$ cat src/rtl/matrix_bram_arbiter.sv
// -----------------------------------------------------------------------------
// matrix_bram_arbiter
//
// Shares the single read port of the matrix storage BRAM between NUM_REQ
// requesters (matrix reader/printer, compute operand fetch, matrix selector).
// A requester that wins arbitration holds a locked session until it drops req.
// Sessions are handed out round-robin. The owner's address and read strobe are
// muxed onto the BRAM. Read data is broadcast, and a per-requester valid strobe
// is aligned to the BRAM's one-cycle read latency.
//
// Handshake: req is a level held for the whole session. gnt (registered,
// one-hot) marks the owner. While gnt[i] is high, every cycle with rd_en[i]=1
// is one BRAM read at rd_addr slice i. rd_valid[i] follows one cycle later,
// together with rd_data. Requesters without a grant are ignored. Dropping req
// ends the session. A read issued in that same last cycle still completes, in
// the one-cycle DRAIN state that follows.
//
// Ports:
//   clk, rst            clock, async active-high reset
//   req[NUM_REQ]        per-requester session request (level)
//   rd_en[NUM_REQ]      per-requester read strobe (owner only)
//   rd_addr             packed addresses, slice i = [i*ADDR_WIDTH +: ADDR_WIDTH]
//   gnt[NUM_REQ]        one-hot grant (registered)
//   rd_valid[NUM_REQ]   read data valid per requester (registered)
//   rd_data             broadcast read data (= bram_data)
//   bram_addr/bram_en   BRAM read port, driven by the owner only
//   bram_data           BRAM output, valid one cycle after bram_en
//   busy                high outside IDLE
//   owner               index of the grant holder, 0 when none
//   wdog_err            sticky watchdog error
//
// Optional feature: define MATRIX_ARB_WATCHDOG_EN to revoke a grant after
// IDLE_LIMIT consecutive owner cycles without rd_en. Without the macro,
// wdog_err is tied low.
// The FSM state is visible as the signal 'state' for debug probing.
// -----------------------------------------------------------------------------
module matrix_bram_arbiter #(
  parameter int NUM_REQ    = 4,
  parameter int ADDR_WIDTH = 14,
  parameter int DATA_WIDTH = 32,
  parameter int IDLE_LIMIT = 1024
) (
  input  logic                          clk,
  input  logic                          rst,
  input  logic [NUM_REQ-1:0]            req,
  input  logic [NUM_REQ-1:0]            rd_en,
  input  logic [NUM_REQ*ADDR_WIDTH-1:0] rd_addr,
  output logic [NUM_REQ-1:0]            gnt,
  output logic [NUM_REQ-1:0]            rd_valid,
  output logic [DATA_WIDTH-1:0]         rd_data,
  output logic [ADDR_WIDTH-1:0]         bram_addr,
  output logic                          bram_en,
  input  logic [DATA_WIDTH-1:0]         bram_data,
  output logic                          busy,
  output logic [2:0]                    owner,
  output logic                          wdog_err
);

  localparam logic [1:0] ST_IDLE  = 2'd0;
  localparam logic [1:0] ST_GRANT = 2'd1;
  localparam logic [1:0] ST_DRAIN = 2'd2;

  logic [1:0]           state;
  logic [2:0]           rr_ptr;
  logic [NUM_REQ-1:0]   eligible;
  logic [2*NUM_REQ-1:0] eligible_dbl;
  logic [2*NUM_REQ-1:0] eligible_rot;
  logic                 pick_found;
  logic [2:0]           pick_idx;
  int                   scan_k;
  logic                 release_req;
  logic                 wd_fire;
  logic [2:0]           next_ptr;

  // Rotating the doubled request vector right by rr_ptr puts the round-robin
  // start position at bit 0, so the scan below works on constant bit indices.
  assign eligible_dbl = {eligible, eligible};
  assign eligible_rot = eligible_dbl >> rr_ptr;

  always_comb begin
    pick_found = 1'b0;
    pick_idx   = 3'd0;
    scan_k     = 0;
    for (int i = 0; i < NUM_REQ; i++) begin
      if (!pick_found && eligible_rot[i]) begin
        pick_found = 1'b1;
        scan_k     = int'(rr_ptr) + i;
        if (scan_k >= NUM_REQ) scan_k = scan_k - NUM_REQ;
        pick_idx   = 3'(scan_k);
      end
    end
  end

  // BRAM port mux. gnt is one-hot and all-zero outside GRANT, so when no grant
  // is held the port reads as address 0 with the enable low.
  always_comb begin
    bram_en   = 1'b0;
    bram_addr = '0;
    for (int i = 0; i < NUM_REQ; i++) begin
      if (gnt[i]) begin
        bram_en   = rd_en[i];
        bram_addr = rd_addr[i*ADDR_WIDTH +: ADDR_WIDTH];
      end
    end
  end

  // The owner releases the session by dropping its own req bit.
  assign release_req = (state == ST_GRANT) && ((req & gnt) == '0);
  assign next_ptr    = (owner == 3'(NUM_REQ - 1)) ? 3'd0 : owner + 3'd1;

  assign rd_data = bram_data;
  assign busy    = (state != ST_IDLE);

  always_ff @(posedge clk or posedge rst) begin
    if (rst) begin
      state    <= ST_IDLE;
      rr_ptr   <= 3'd0;
      gnt      <= '0;
      owner    <= 3'd0;
      rd_valid <= '0;
    end else begin
      // The valid strobe is registered on the same edge as the BRAM output.
      rd_valid <= bram_en ? gnt : '0;
      case (state)
        ST_IDLE: begin
          if (pick_found) begin
            gnt   <= {{(NUM_REQ-1){1'b0}}, 1'b1} << pick_idx;
            owner <= pick_idx;
            state <= ST_GRANT;
          end
        end
        ST_GRANT: begin
          if (release_req || wd_fire) begin
            gnt    <= '0;
            owner  <= 3'd0;
            rr_ptr <= next_ptr;
            state  <= ST_DRAIN;
          end
        end
        ST_DRAIN: state <= ST_IDLE;
        default:  state <= ST_IDLE;
      endcase
    end
  end

`ifdef MATRIX_ARB_WATCHDOG_EN
  localparam int CNT_W = $clog2(IDLE_LIMIT + 1);

  logic [CNT_W-1:0]   idle_cnt;
  logic [NUM_REQ-1:0] blocked;
  logic               owner_rd;

  assign owner_rd = |(rd_en & gnt);
  // Fires on the IDLE_LIMIT-th consecutive idle owner cycle. A voluntary
  // release in the same cycle takes priority and is not flagged as an error.
  assign wd_fire  = (state == ST_GRANT) && !release_req && !owner_rd &&
                    (idle_cnt == CNT_W'(IDLE_LIMIT - 1));
  // A revoked requester stays blocked until it has dropped req for a cycle.
  assign eligible = req & ~blocked;

  always_ff @(posedge clk or posedge rst) begin
    if (rst) begin
      idle_cnt <= '0;
      blocked  <= '0;
      wdog_err <= 1'b0;
    end else begin
      if (state == ST_GRANT && !owner_rd) idle_cnt <= idle_cnt + 1'b1;
      else                                idle_cnt <= '0;
      if (wd_fire) begin
        blocked  <= (blocked & req) | gnt;
        wdog_err <= 1'b1;
      end else begin
        blocked  <= blocked & req;
      end
    end
  end
`else
  assign wd_fire  = 1'b0;
  assign eligible = req;
  assign wdog_err = 1'b0;
`endif

endmodule

$ cat config.mk
export PLATFORM = sky130hd
export DESIGN_NAME = matrix_bram_arbiter
export DESIGN_NICKNAME = d
export VERILOG_FILES = /design/src/rtl/matrix_bram_arbiter.sv
export SDC_FILE = /design/constraint.sdc
export NUM_CORES = 1
export LEC_CHECK = 0
export CORE_ASPECT_RATIO = 1.1
export CORE_MARGIN = 2
export CORE_UTILIZATION = 27
export DETAILED_ROUTE_END_ITERATION = 16
export GPL_ROUTABILITY_DRIVEN = 0
export PLACE_DENSITY = 0.77
export SETUP_SLACK_MARGIN = 0.3
export SYNTH_ARGS = -nofsm -noshare
export SYNTH_HDL_FRONTEND = slang
export SYNTH_SLANG_ARGS = --single-unit
$ cat constraint.sdc
create_clock -name clk -period 1.8 [get_ports clk]
set_input_delay 0.18 -clock clk [delete_from_list [all_inputs] [get_ports clk]]
set_output_delay 0.18 -clock clk [all_outputs]
set_load 0.02 [all_outputs]
==> summary.txt <==
Run status
  – Outcome: finished with violations
  – Violated checks: negative setup slack

STA
  – Hold Violations, Final: 0
  – Clock Skew: 0.00205 ns
  – F_max: 492 MHz
  – Endpoints failing setup: 8
  – RSZ-0062 raised after global routing: yes
  – Worst Tran Pin Value: 0.635 ns
  – Crit path time final: 2.03 ns
  – Rel. slew slack: 0.576
  – Final period util: 1.13
  – Worst setup margin: -0.232 ns
  – Pins Over Slew Limit: 0
  – WHS: 0.309 ns

Critical path
  – CP Capture Type: register
  – Worst R2R Start: rr_ptr[0]
  – Worst Path Arrival: 2.18 ns
  – Crit path from: rr_ptr[0]
  – Worst Path Required: 1.95 ns
  – CP startpoint kind: register
  – CP max FO: 4
  – Crit path kind: reg2reg

GRT
  – Grt met1 use: 0.205
  – Number of global-route vias before repair: 1899
  – GRT Overall Usage: 0.173
  – GR met2 Demand/Resource: 0.307
  – Largest net degree at the start of global routing: 32
  – Initial antenna violation count: 0
  – Met3 GRT Util: 0.0372
  – Grt ovf: 0
  – Most Crowded Layer GR: met2
  – Global-route wire length before repair: 9270 um

Finish
  – Util after Layout: 0.523
  – Ant diodes: 0
  – Fin nets: 412
  – Final std cells w/o fill: 388
  – P&R area growth vs syn: 86.2%
  – Share of post-route cells with drive strength above 1: 0.373

Clock tree
  – CTS buffer count: 3
  – Clk_lat worst skew: 0.26 ns
  – Clk root buf: clkbuf_8
  – CTS tree: built
  – Htree depth: 1
  – CTS sink cnt: 16
  – CTS max path bufs: 2
  – Worst-path clk slew: 0.07 ns

Die
  – DIE AREA: 0.00664 mm^2
  – Die W: 77.9 um
  – Row cnt: 29
  – Core box area: 0.00577 mm^2
  – Ports: 158
  – Die extent in y: 85.3 um
  – Initial Utilization: 0.281

Yosys
  – Cell with the most instances after synthesis: buf_4
  – Post-Syn Area per Cell: 7.34 um^2
  – Syn Nets: 321
  – Post-synthesis mux area share: 0.0208
  – Adder-Cell Fraction of Synth Area: 0.0154
  – Synthesized flop and latch total: 16
  – Post-Synth Simple-Gate Area: 0.204
  – Synth Cell Area: 0.00162 mm^2
  – Top area cells in the synthesized netlist: dfrtp_1, buf_4, a21oi_1
  – Compound-Gate Fraction of Synth Area: 0.304
  – Dominant synthesized flop cell: dfrtp_1
  – Yosys Warn Count: 0
  – Synth Area in XOR/XNOR: 0
  – Share of the synthesized area in the top cell type: 0.247
  – Post-synth ARST share: 1.00
  – Number of flops mapped to enable cells by yosys: 0
  – Largest family of logic cells by synthesized area: compound AO/OA/AOI/OAI gates
  – Most frequent cells after synthesis: buf_4, nand2_1, a21oi_1
  – Distinct cells, synth: 41
  – Syn Inst Count: 221
  – Yosys top cell by area: dfrtp_1
  – Share of the yosys chip area belonging to registers: 0.247

Drt
  – Initial DRC Count: 92
  – DRT Pass-1 Iters: 4
  – Vias/cell: 4.91
  – Remaining antenna violation count: 0
  – Vias: 1904
  – Post-route DRC: 0
  – WL final: 6030 um
  – Detailed-route wire length per cell: 15.5 um

Placement
  – Port-buffer cells: 92
  – DPL Wire Length: 4400 um
  – Setup WS pre-CTS: -0.423 ns
  – DP Cell Count: 372

Flow run
  – Max_cap viols: 0

Power and ir drop
  – Pleak: 1.30 nW
  – PD cells: 1420 mW/mm^2
  – Maximum VDD drop: 637 uV

Min path
  – HP Class: in2async
==> path summary, 6_finish.rpt <==
kind	slack (ns)	cells after the start	to
max in group asynchronous	1.04	2	rr_ptr[0]
min reg2reg	0.56	1	owner[0]
min in group clk	0.36	0	rd_data[16]
max reg2reg	-0.23	6	gnt[3]
max	-0.23	6	gnt[3]
min	0.31	2	rd_valid[3]
==> layer usage <==
layer	routed length (um)	share of wire
met3	413	0.068
met1	2330	0.39
met4	102	0.017
met5	0	0
met2	3180	0.53
==> cell type report <==
class,instances,area [um^2]
Clock buffer,4,55.1
Fill cell,505,2750
Inverter,10,40.0
Multi-Input combinational cell,150,1090
Sequential cell,16,405
Tap cell,77,96.3
Timing Repair Buffer,131,1330
==> state kept, by name, summed over array words and instances, names as in the netlist <==
name,count
gnt,4
rd_valid,4
owner,3
rr_ptr,3
state,2
==> logic make-up after synthesis <==
group / count (synthesis)
DFF: 16
muxes: 2
other: 1
AOI/OAI and AO/OA: 74
and+or+nand+nor: 71
adders and majority gates: 2
buffers and inverters: 55
==> per-stage QoR <==
stage	cell area [um^2]	total power, W	TNS (ns)
floorplan	1680	0.00222	-0.121
global placement	2630	0.00325	-3.10
detailed placement	2630	0.00330	-4.00
CTS	2880	0.00399	-0.872
global route	3020	0.00455	-1.88
finish	3020	0.00427	-1.33
==> layout by cell type, fill, tap and decap left out, types with 4 or more instances in the layout <==
| cell | n |
|---|---|
| a21oi_1 | 15 |
| a21oi_2 | 6 |
| a22oi_2 | 13 |
| buf_4 | 25 |
| buf_6 | 24 |
| clkbuf_8 | 4 |
| clkdlybuf4s50_1 | 69 |
| dfrtp_1 | 12 |
| dfrtp_2 | 4 |
| dlygate4sd2_1 | 4 |
| inv_1 | 9 |
| nand2_1 | 23 |
| nand3_1 | 4 |
| nor2_1 | 15 |
| nor2_2 | 4 |
| o21ai_1 | 7 |
| o21ai_2 | 11 |
==> power by group <==
part / switching [W] / leakage, nW / total [W] / internal (W)
sequential: 0.000126 / 0.206 / 0.000604 / 0.000478
clock: 0.000135 / 0.0288 / 0.000329 / 0.000195
combinational: 0.00163 / 1.07 / 0.00334 / 0.00171
==> worst max-delay path, stage by stage (launching register included) <==
cell and delay, ns:
dfrtp_2 0.41, buf_6 0.11, mux4_2 0.53, a2111oi_4 0.41, nor2_2 0.09, and3_4 0.19, a22o_1 0.18
==> what timing repair did <==
action,in CTS,in global routing
resized for setup,129,25
gates cloned,0,1
endpoints found under the hold margin,0,0
endpoints found under the setup margin,32,33
setup buffers,8,3
pin swaps,17,14
hold buffers,0,0
Note: power is estimated with default switching activity, not from simulation.
